`src/rtl/truth_table_sweeper.sv`:
```
// Clocked truth-table sweeper: walks every input vector of an N_IN-input
// combinational block, captures its output column and scores it against a mask.
module truth_table_sweeper #(
   parameter int N_IN   = 3,
   parameter int SETTLE = 1
) (
   input  logic                 clk,
   input  logic                 reset,
   input  logic                 start,
   input  logic [2**N_IN-1:0]   expected,
   output logic [N_IN-1:0]      vec_out,
   input  logic                 s_in,
   output logic                 busy,
   output logic                 done,
   output logic [2**N_IN-1:0]   table_out,
   output logic [2**N_IN-1:0]   mismatch_mask,
   output logic [N_IN:0]        err_count,
   output logic                 pass
);
   localparam int              ROWS       = 2**N_IN;
   localparam logic [N_IN-1:0] LAST_IDX   = N_IN'(ROWS - 1);
   localparam logic [3:0]      SETTLE_CNT = 4'(SETTLE);

   typedef enum logic [1:0] {ST_IDLE, ST_SETTLE, ST_SAMPLE, ST_DONE} state_t;

   // With no settle time a vector is sampled on the cycle right after it is driven.
   localparam state_t FIRST_STATE = (SETTLE == 0) ? ST_SAMPLE : ST_SETTLE;

   state_t          state_q, state_d;
   logic [N_IN-1:0] idx_q, idx_d;
   logic [N_IN-1:0] vec_q, vec_d;
   logic [3:0]      cnt_q, cnt_d;
   logic [ROWS-1:0] snap_q, snap_d;
   logic [ROWS-1:0] table_q, table_d;
   logic [ROWS-1:0] mm_q, mm_d;
   logic [N_IN:0]   err_q, err_d;
   logic            busy_q, busy_d;
   logic            done_q, done_d;
   logic            pass_q, pass_d;

   logic            miss;
   logic [ROWS-1:0] table_wr;
   logic [ROWS-1:0] mm_wr;

   assign miss = s_in ^ snap_q[idx_q];

   // Per-row capture: only the row addressed by idx takes the sampled value.
   genvar gi;
   for (gi = 0; gi < ROWS; gi++) begin : g_row
      assign table_wr[gi] = (idx_q == N_IN'(gi)) ? s_in : table_q[gi];
      assign mm_wr[gi]    = (idx_q == N_IN'(gi)) ? miss : mm_q[gi];
   end

   always_comb begin
      state_d = state_q;
      idx_d   = idx_q;
      vec_d   = vec_q;
      cnt_d   = cnt_q;
      snap_d  = snap_q;
      table_d = table_q;
      mm_d    = mm_q;
      err_d   = err_q;
      busy_d  = busy_q;
      done_d  = 1'b0;
      pass_d  = pass_q;
      case (state_q)
         ST_IDLE: begin
            if (start) begin
               snap_d  = expected;
               idx_d   = '0;
               vec_d   = '0;
               table_d = '0;
               mm_d    = '0;
               err_d   = '0;
               pass_d  = 1'b0;
               cnt_d   = SETTLE_CNT;
               busy_d  = 1'b1;
               state_d = FIRST_STATE;
            end
         end
         ST_SETTLE: begin
            cnt_d = cnt_q - 4'd1;
            if (cnt_q <= 4'd1) begin
               state_d = ST_SAMPLE;
            end
         end
         ST_SAMPLE: begin
            table_d = table_wr;
            mm_d    = mm_wr;
            err_d   = err_q + {{N_IN{1'b0}}, miss};
            if (idx_q == LAST_IDX) begin
               state_d = ST_DONE;
               busy_d  = 1'b0;
               done_d  = 1'b1;
               pass_d  = (err_d == '0);
               vec_d   = '0;
               idx_d   = '0;
            end else begin
               idx_d   = idx_q + N_IN'(1);
               vec_d   = idx_q + N_IN'(1);
               cnt_d   = SETTLE_CNT;
               state_d = FIRST_STATE;
            end
         end
         ST_DONE: begin
            state_d = ST_IDLE;
         end
         default: begin
            state_d = ST_IDLE;
         end
      endcase
   end

   always_ff @(posedge clk or posedge reset) begin
      if (reset) begin
         state_q <= ST_IDLE;
         idx_q   <= '0;
         vec_q   <= '0;
         cnt_q   <= '0;
         snap_q  <= '0;
         table_q <= '0;
         mm_q    <= '0;
         err_q   <= '0;
         busy_q  <= 1'b0;
         done_q  <= 1'b0;
         pass_q  <= 1'b0;
      end else begin
         state_q <= state_d;
         idx_q   <= idx_d;
         vec_q   <= vec_d;
         cnt_q   <= cnt_d;
         snap_q  <= snap_d;
         table_q <= table_d;
         mm_q    <= mm_d;
         err_q   <= err_d;
         busy_q  <= busy_d;
         done_q  <= done_d;
         pass_q  <= pass_d;
      end
   end

   assign vec_out       = vec_q;
   assign busy          = busy_q;
   assign done          = done_q;
   assign table_out     = table_q;
   assign mismatch_mask = mm_q;
   assign err_count     = err_q;
   assign pass          = pass_q;

endmodule
```
`config.mk`:
```
export PLATFORM = sky130hd
export DESIGN_NAME = truth_table_sweeper
export DESIGN_NICKNAME = d
export VERILOG_FILES = /design/src/rtl/truth_table_sweeper.sv
export SDC_FILE = /design/constraint.sdc
export NUM_CORES = 1
export LEC_CHECK = 0
export CORE_MARGIN = 10
export CORE_UTILIZATION = 50
export CTS_CLUSTER_DIAMETER = 30
export DETAILED_ROUTE_END_ITERATION = 8
export HOLD_SLACK_MARGIN = 0.05
export PLACE_DENSITY = 0.78
export SYNTH_ARGS = -nofsm -noshare
export SYNTH_HDL_FRONTEND = slang
export SYNTH_SLANG_ARGS = --single-unit
```
`constraint.sdc`:
```
create_clock -name clk -period 2.6 [get_ports clk]
set_input_delay 0.39 -clock clk [delete_from_list [all_inputs] [get_ports clk]]
set_output_delay 0.39 -clock clk [all_outputs]
set_load 0.01 [all_outputs]
```
# --- Yosys cells after proc, flatten, opt, wreduce, memory -nomap -nowiden ---
# Index checks and enable logic that the tools add are counted.
op_classes:
  n_lt_le_gt_ge: 2
  eq_ne: 21
  mux: 41
  addsub: 3
  n_reduce_logical: 17
  bitwise: 1
op_table:
  columns: ["operator", "n"]
  rows:
  - ["$pmux W8 S2", 2]
  - ["$reduce_and A3 Y1", 9]
  - ["$mux W1", 23]
  - ["$ne A2 B2 Y1 const B", 11]
  - ["$eq A3 B3 Y1 const B", 4]
  - ["$mux W4", 3]
  - ["$pmux W4 S3", 1]
  - ["$mux W8", 1]
  - ["$pmux W2 S4", 1]
  - ["$pmux W4 S2", 1]
  - ["$eq A3 B2 Y1 const B", 2]
  - ["$mux W2", 3]
  - ["$mux W3", 2]
  - ["$pmux W3 S2", 1]
  - ["$reduce_and A2 Y1", 3]
  - ["$add A4 B1 Y4", 1]
  - ["$eq A2 B2 Y1 const B", 2]
  - ["$le A4 B1 Y1 const B", 1]
  - ["$logic_not A4 Y1", 1]
  - ["$lt A3 B4 Y1 const B", 1]
  - ["$pmux W1 S2", 2]
  - ["$sub A4 B1 Y4 const B", 1]
  - ["$add A3 B1 Y3 const B", 1]
  - ["$bmux W1 S3", 1]
  - ["other kinds (7)", 7]
word_totals:
  regBits: 40
  output_inout_bits: 26

# --- Logic depth before layout (Yosys ltp) ---
# Gate-level depths: netlist of the first run.
depth:
  word_depth: 7
  mapped_depth: 9

# --- Least setup slack after synthesis of the first run ---
# OpenSTA, ideal clock, no wires.
synth_path:
  kind: "flip-flop to flip-flop"
  start: "register vec_out[0] (netlist name)"
  end: "register pass_q (netlist: pass)"
  t_arrival_ns: 2.320
  setup_ns: 0.083
  path_buffers: 0
  required_time_ns: 2.517
  stages_incl_launch_ff: 10
  path_slack_ns: 0.198
  path_cell_list: "dfrtp_1 > mux4_2 > mux2i_4 > xnor2_2 > inv_1 > ha_1 > ha_1 > nor3_1 > nand3_1 > o21ai_0"
synth_rtl:
  columns: ["item", "line", "rtl"]
  rows:
  - ["to (signal assigned)", "138", "pass_q <= pass_d;"]
  - ["to (decl)", "39", "logic pass_q, pass_d;"]

==> metrics.yaml, run 1 <==
status: "finished clean"
synth_top_area_share_pct: 53.8
power_density_nw_per_um2: 917
fin_cells: 283
cts_hold_buf: 0
cts_tree: "built"
vias_per_cell: 5.16
netlist_top_cells_count: "nand2_1, dfrtp_1, o21ai_0"
dieHeight_um: 81.0
power.total_uw: 2200
vdd_drop_max_mv: 0.586
timing.final.ws_setup_ns: 0.373
synth_top_cell_by_area: "dfrtp_1"
ios: 38
coreArea_um2: 3630
routed_wl_mm: 4.08
layout.nets: 256
dp_hpwl_mm: 3.03
setup_viol: 0
grt_remaining_overflow: 0
skew_ns: 0.00403
arrival_ns: 2.44
fillers: 317
antenna_found_initial: 0
drc: 0
avgRoutedWirePerCell_um: 14.4
fin_hold_ws_ns: 0.474
start_kind: "flop"
numCtsBuffers: 5
crit_type: "reg -> reg"
yosysSeqAreaShare_pct: 53.8
dr.pass1.iters: 4
leakage_uw: 0.00110
relSlewSlack_pct: 49.5
cts_resized: 0
yosys_warnings: 0
dp_cells: 275
post-synth-top-count-cell: "nand2_1"
grt_use_total_pct: 13.5
synth_top_flop_cell: "dfrtp_1"
post-route-period-util_pct: 85.7
netlist_area_um2: 1860
end_kind: "flop"
synth.net_count: 213
r2r_slack_ns: 0.37
dieArea_um2: 6560
synth_cell_types: 27
post-place-ws_ns: 0.300
path_clk_slew_ns: 0.07
grt_pass1_vias: 1490
clockBufferDepth: 2
final_max_slew_viol_count: 0
synth_edf_count: 0
required_ns: 2.81
cts_sinks: 40
drive_above_1_share_pct: 7.23
fmax_mhz: 449
syn-instance-count: 191
synth_async_sr_flop_share_pct: 100
min_period_ns: 2.23
ys_ff_latch: 40
drt-initial-drc-count: 101
drv_cap: 0
synth_area_leaders: "dfrtp_1, nand2_1, ha_1"
final_hold_viol_count: 0
numPortBuffers: 37
hold_path.class: "reg -> reg"
synth_area_per_cell_um2: 9.75
row_count: 22
grt_pass1_wl_mm: 6.89
rsz0062_at_grt: "no"
tightestPinTransition_ns: 0.755
finalWeightedCongestion: 0.774
initial_utilization_pct: 51.2
cts_setup_buffers: 0
insertion_delay_ns: 0.29
antenna_cells: 0
area_growth_pct: 28.9
die_w_um: 81.0
via_count: 1460
antenna_left: 0
cts_root_buf: "clkbuf_8"
grt_max_degree: 41
finalSetupTns_ns: 0
crit_fanout: 2
cts_max_level: 2
## layer usage
metal / vias to the layer above / wire length, um / track usage (%)
met5: - / 0 / 0
met2: 39 / 1950 / 22.0
met1: 690 / 1760 / 15.5
li1: 725 / - / -
met3: 6 / 301 / 5.41
met4: 0 / 65 / 5.71
## where the power goes
part	total, uW	switching [uW]	internal (uW)
clock network	420	204	216
registers	896	124	773
logic	883	469	414
## final cells by class
type,count,area [um^2],area share (%)
multi-input combinational,135,800,33.3
timing repair buffer,43,415,17.3
clock buffer,8,90.1,3.75
sequential,40,1000,41.7
inverter,9,33.8,1.41
tap,48,60.1,2.50
## state kept, by name (all words and copies together) (netlist names)
signal,flops
snap_q,8
cnt_q,4
table_out,8
state_q,2
done,1
vec_out,3
pass,1
mismatch_mask,8
busy,1
err_count,4
## critical path, cell delays in order, from the launching register on
cell     delay [ns]
dfrtp_1        0.37
mux4_2         0.54
mux2i_4        0.17
xnor2_2        0.13
inv_1          0.06
ha_1           0.19
ha_1           0.29
nor3_1         0.17
nand3_1        0.09
o21ai_0        0.14
## logic make-up (layout without fill, tap and decap cells)
family / count (synthesis) / after routing / share of synthesized area (%)
buffers and inverters: 16 / 60 / 3.29
adder cells (fa/ha/maj): 10 / 10 / 6.72
AO/OA/AOI/OAI: 35 / 35 / 10.3
multiplexers: 6 / 6 / 5.24
AND/OR/NAND/NOR: 81 / 81 / 18.8
XOR/XNOR: 3 / 3 / 1.81
flip-flops: 40 / 40 / 53.8
## layout by cell type, fill, tap and decap left out, types with 5 or more instances in the layout
cell	instances
buf_4	6
o21ai_1	5
nand3_1	13
inv_1	9
dfrtp_1	40
clkbuf_8	6
nand2_1	51
clkdlybuf4s50_1	37
nor2_1	5
o21ai_0	23
ha_1	10
## worst paths after layout
kind,from,endpoint,cells after the start
min,snap_q[2],snap_q[2],2
max reg2reg,vec_out[0],pass,9
max,vec_out[0],pass,9
max in group asynchronous,reset,table_out[6],3
min in group asynchronous,reset,mismatch_mask[0],3
min reg2reg,snap_q[2],snap_q[2],2
## stage by stage
step | utilization [%] | area (um^2)
2_1_floorplan | - | 1860
3_3_place_gp | 63.6 | 2310
3_5_place_dp | 63.6 | 2310
4_1_cts | 66.0 | 2400
5_1_grt | 66.0 | 2400
6_report | 66.0 | 2400
(Power assumes the default switching activity.)
==> run 2: changes to the inputs <==
Settings changed: REMOVE_ABC_BUFFERS set to 1.
==> metrics.yaml, run 2 (synthesis gave the netlist of run 1 again) <==
initial_utilization_pct: 51.2  # unchanged
finalSetupTns_ns: 0  # unchanged
fmax_mhz: 418  # was 449 MHz
placed_area_um2: 2300  # was 2310 um^2
cts_max_level: 2  # unchanged
final_hold_viol_count: 0  # unchanged
dieArea_um2: 6560  # unchanged
dr.pass1.iters: 4  # unchanged
grt_remaining_overflow: 0  # unchanged
layout_common_cells: "nand2_1, dfrtp_1, clkdlybuf4s50_1, o21ai_0, nand3_1"  # unchanged
fin_cells: 282  # was 283
setup_viol: 0  # unchanged
path_common_cell: "ha_1"  # unchanged
drc: 0  # unchanged
drive_above_1_share_pct: 6.84  # was 7.23%
insertion_delay_ns: 0.29  # about the same
tightestPinTransition_ns: 0.770  # was 0.755 ns
cts_root_buf: "clkbuf_8"  # unchanged
end_kind: "flop"  # unchanged
relSlewSlack_pct: 48.6  # was 49.5%
layout.nets: 255  # was 256
via_count: 1451  # was 1460
ios: 38  # unchanged
routed_wl_mm: 3.82  # was 4.08 mm
crit_slowest_cell: "mux4_2"  # unchanged
design_area_um2: 2390  # was 2400 um^2
antenna_cells: 0  # unchanged
arrival_ns: 2.60  # was 2.44 ns
post-route-period-util_pct: 91.9  # was 85.7%
path_clk_slew_ns: 0.08  # was 0.07 ns
row_count: 22  # unchanged
cts_resized: 0  # unchanged
hold_path.class: "reg -> reg"  # unchanged
grt_pass1_vias: 1350  # was 1490
r2r_slack_ns: 0.21  # was 0.37 ns
grt_pass1_wl_mm: 6.31  # was 6.89 mm
status: "finished clean"  # unchanged
numPortBuffers: 37  # unchanged
required_ns: 2.81  # about the same
rsz0062_at_grt: "no"  # unchanged
cts_tree: "built"  # unchanged
crit_start: "vec_out[1]"  # was vec_out[0]
dp_hpwl_mm: 2.77  # was 3.03 mm
drv_cap: 0  # unchanged
numCtsBuffers: 5  # unchanged
dp_cells: 274  # was 275
coreArea_um2: 3630  # unchanged
antenna_found_initial: 0  # unchanged
leakage_uw: 0.00109  # was 0.00110 uW
cts_sinks: 40  # unchanged
min_period_ns: 2.39  # was 2.23 ns
crit_fanout: 6  # was 2
drt-initial-drc-count: 60  # was 101
dieHeight_um: 81.0  # unchanged
fin_hold_ws_ns: 0.472  # was 0.474 ns
slowest_delay_ns: 0.56  # was 0.54 ns
worst-path-buf-inv: 1  # unchanged
vdd_drop_max_mv: 0.552  # was 0.586 mV
skew_ns: 0.00732  # was 0.00403 ns
grt_max_degree: 41  # unchanged
final_common_cell: "nand2_1"  # unchanged
finalWeightedCongestion: 0.739  # was 0.774
antenna_left: 0  # unchanged
power_density_nw_per_um2: 911  # was 917 nW/um^2
cp-endpoint: "pass"  # unchanged
crit_type: "reg -> reg"  # unchanged
reg2reg_from: "vec_out[1]"  # was vec_out[0]
vias_per_cell: 5.15  # was 5.16
cpLargestDelayFamily: "multiplexers"  # unchanged
critical_path.cell_chain: "mux4_2, mux2i_4, xnor2_2, inv_1, ha_1, ha_1, nor3_1, nand3_1, o21ai_0"  # unchanged
final_max_slew_viol_count: 0  # unchanged
avgRoutedWirePerCell_um: 13.5  # was 14.4 um
area_growth_pct: 28.5  # was 28.9%
start_kind: "flop"  # unchanged
cp_num_cells: 9  # unchanged
r2r_end: "pass"  # unchanged
cts_hold_buf: 0  # unchanged
r2r_cells: 9  # unchanged
clockBufferDepth: 2  # unchanged
die_w_um: 81.0  # unchanged
cts_setup_buffers: 0  # unchanged
grt_use_total_pct: 12.1  # was 13.5%
-- run 2: changes by cell type in the layout (fill, tap and decap cells not counted), sizes merged --
cell,change
buf,-1
-- run 2: area by class of cell --
cell class / count / area, um^2
fillers: 308 / 1240
flip-flops and latches: 40 / 1000
multi-input cells: 135 / 800
repair buffers: 42 / 408
clock buffers: 8 / 90.1
well taps: 48 / 60.1
inverters: 9 / 33.8
-- run 2: worst min path at each step --
stage | slack (ns) | cells past startpoint | endpoint | from
floorplan | 0.44 | 2 | snap_q[2] | snap_q[2]
global placement | 0.46 | 2 | snap_q[5] | snap_q[5]
detailed placement | 0.46 | 2 | snap_q[7] | snap_q[7]
CTS | 0.48 | 2 | snap_q[7] | snap_q[7]
global route | 0.51 | 2 | table_out[7] | table_out[7]
finish | 0.47 | 2 | snap_q[7] | snap_q[7]
-- run 2: metal layers --
layer,track usage [%],wire length (um)
met1,14.6,1700
met2,19.7,1770
met3,4.19,282
met4,4.67,61
met5,0,0
-- run 2: worst min-delay path, stage by stage, from the launching register on --
cell,delay (ns)
dfrtp_1,0.34
nand2_1,0.05
nand2_1,0.05
-- run 2: through the flow --
stage / setup slack, ns / power [uW] / util [%]
6_report: 0.210 / 2180 / 65.8
5_1_grt: 0.0351 / 2340 / 65.8
4_1_cts: 0.200 / 2190 / 65.8
3_5_place_dp: 0.237 / 1780 / 63.4
3_3_place_gp: 0.310 / 1760 / 63.4
2_1_floorplan: 0.196 / 1440 / -
-- run 2: where the power goes --
part,total (uW),switching [uW],leakage [uW],internal [uW]
sequential,899,126,0.000530,773
clock,420,204,0.0000455,216
combinational,860,457,0.000519,403
==> run 3: changes to the inputs <==
Settings changed: CORE_MARGIN 10 to not set.
==> metrics.yaml, run 3 (synthesis gave the netlist of run 1 again) <==
crit_type: "reg -> reg"  # unchanged
antenna_left: 0  # unchanged
cts_setup_buffers: 0  # unchanged
min_period_ns: 2.36  # was 2.39 ns
cts_hold_buf: 0  # unchanged
tightestPinTransition_ns: 0.760  # was 0.770 ns
cts_root_buf: "clkbuf_8"  # unchanged
timing.final.ws_setup_ns: 0.239  # was 0.210 ns
grt_pass1_wl_mm: 6.82  # was 6.31 mm
coreArea_um2: 3440  # was 3630 um^2
dieArea_um2: 3970  # was 6560 um^2
clockBufferDepth: 2  # unchanged
area_growth_pct: 27.2  # was 28.5%
initial_utilization_pct: 54.1  # was 51.2%
finalWeightedCongestion: 0.783  # was 0.739
antenna_found_initial: 0  # unchanged
drt-initial-drc-count: 82  # was 60
power_density_nw_per_um2: 901  # was 911 nW/um^2
via_count: 1474  # was 1451
dp_hpwl_mm: 2.95  # was 2.77 mm
row_count: 21  # was 22
insertion_delay_ns: 0.28  # was 0.29 ns
layout.nets: 255  # unchanged
fin_hold_ws_ns: 0.490  # was 0.472 ns
drive_above_1_share_pct: 6.49  # was 6.84%
vdd_drop_max_mv: 0.517  # was 0.552 mV
leakage_uw: 0.00108  # was 0.00109 uW
final_hold_viol_count: 0  # unchanged
fillers: 286  # was 308
fin_cells: 277  # was 282
fmax_mhz: 423  # was 418 MHz
hold_path.class: "reg -> reg"  # unchanged
drc: 0  # unchanged
ios: 38  # unchanged
finalSetupTns_ns: 0  # unchanged
routed_wl_mm: 3.87  # was 3.82 mm
grt_remaining_overflow: 0  # unchanged
arrival_ns: 2.57  # was 2.60 ns
cts_sinks: 40  # unchanged
path_clk_slew_ns: 0.06  # was 0.08 ns
antenna_cells: 0  # unchanged
dr.pass1.iters: 4  # unchanged
skew_ns: 0.00376  # was 0.00732 ns
post-place-ws_ns: 0.236  # was 0.237 ns
relSlewSlack_pct: 49.2  # was 48.6%
layout_common_cells: "nand2_1, dfrtp_1, clkdlybuf4s50_1, o21ai_0, nand3_1"  # unchanged
status: "finished clean"  # unchanged
grt_pass1_vias: 1501  # was 1350
cts_tree: "built"  # unchanged
dp_cells: 272  # was 274
drv_cap: 0  # unchanged
final_max_slew_viol_count: 0  # unchanged
setup_viol: 0  # unchanged
cts_resized: 0  # unchanged
dieHeight_um: 63.0  # was 81.0 um
avgRoutedWirePerCell_um: 14.0  # was 13.5 um
numPortBuffers: 37  # unchanged
rsz0062_at_grt: "no"  # unchanged
final_common_cell: "nand2_1"  # unchanged
grt_max_degree: 41  # unchanged
vias_per_cell: 5.32  # was 5.15
required_ns: 2.81  # about the same
end_kind: "flop"  # unchanged
fin_util_pct: 68.8  # was 65.8%
cts_max_level: 2  # unchanged
crit_fanout: 6  # unchanged
start_kind: "flop"  # unchanged
die_w_um: 63.0  # was 81.0 um
numCtsBuffers: 5  # unchanged
post-route-period-util_pct: 90.8  # was 91.9%
grt_use_total_pct: 22.4  # was 12.1%
run 3: worst max-delay path, cell delays in order (launching register included):
cell     delay [ns]
dfrtp_1        0.47
mux4_2         0.57
mux2i_4        0.18
xnor2_2        0.14
inv_1          0.06
ha_1           0.19
ha_1           0.29
nor3_1         0.17
nand3_1        0.08
o21ai_0        0.14
run 3: area by class of cell:
class	count	area [um^2]	area share, %
Timing Repair Buffer	42	408	17.2
Tap cell	46	57.6	2.43
Sequential cell	40	1000	42.3
Multi-Input combinational cell	135	800	33.8
Inverter	9	33.8	1.43
Clock buffer	5	68.8	2.91
run 3: final timing paths:
path,slack [ns],cells past startpoint,to,start
min reg2reg,0.49,2,pass,pass
max,0.24,9,pass,vec_out[1]
min in group asynchronous,0.53,3,mismatch_mask[0],reset
max reg2reg,0.24,9,pass,vec_out[1]
min,0.49,2,pass,pass
max in group asynchronous,1.73,3,table_out[3],reset
run 3: per-stage QoR:
stage | area, um^2 | total power, uW
floorplan | 1830 | 1440
global placement | 2300 | 1740
detailed placement | 2300 | 1790
CTS | 2370 | 2150
global route | 2370 | 2310
finish | 2370 | 2130
run 3: power by group:
part           switching [uW]  internal, uW  total, uW
logic                     465           407        872
registers                 134           774        907
clock network             182           173        355
total                     781          1350       2130
run 3: routing by layer:
| layer | up-vias | part of all wire [%] | GRT usage [%] |
|---|---|---|---|
| met3 | 5 | 4.9 | 5.84 |
| met2 | 42 | 54 | 41.1 |
| met4 | 0 | 1.1 | 6.69 |
| met5 | - | 0 | 0 |
| met1 | 705 | 40 | 25.1 |
| li1 | 722 | - | - |
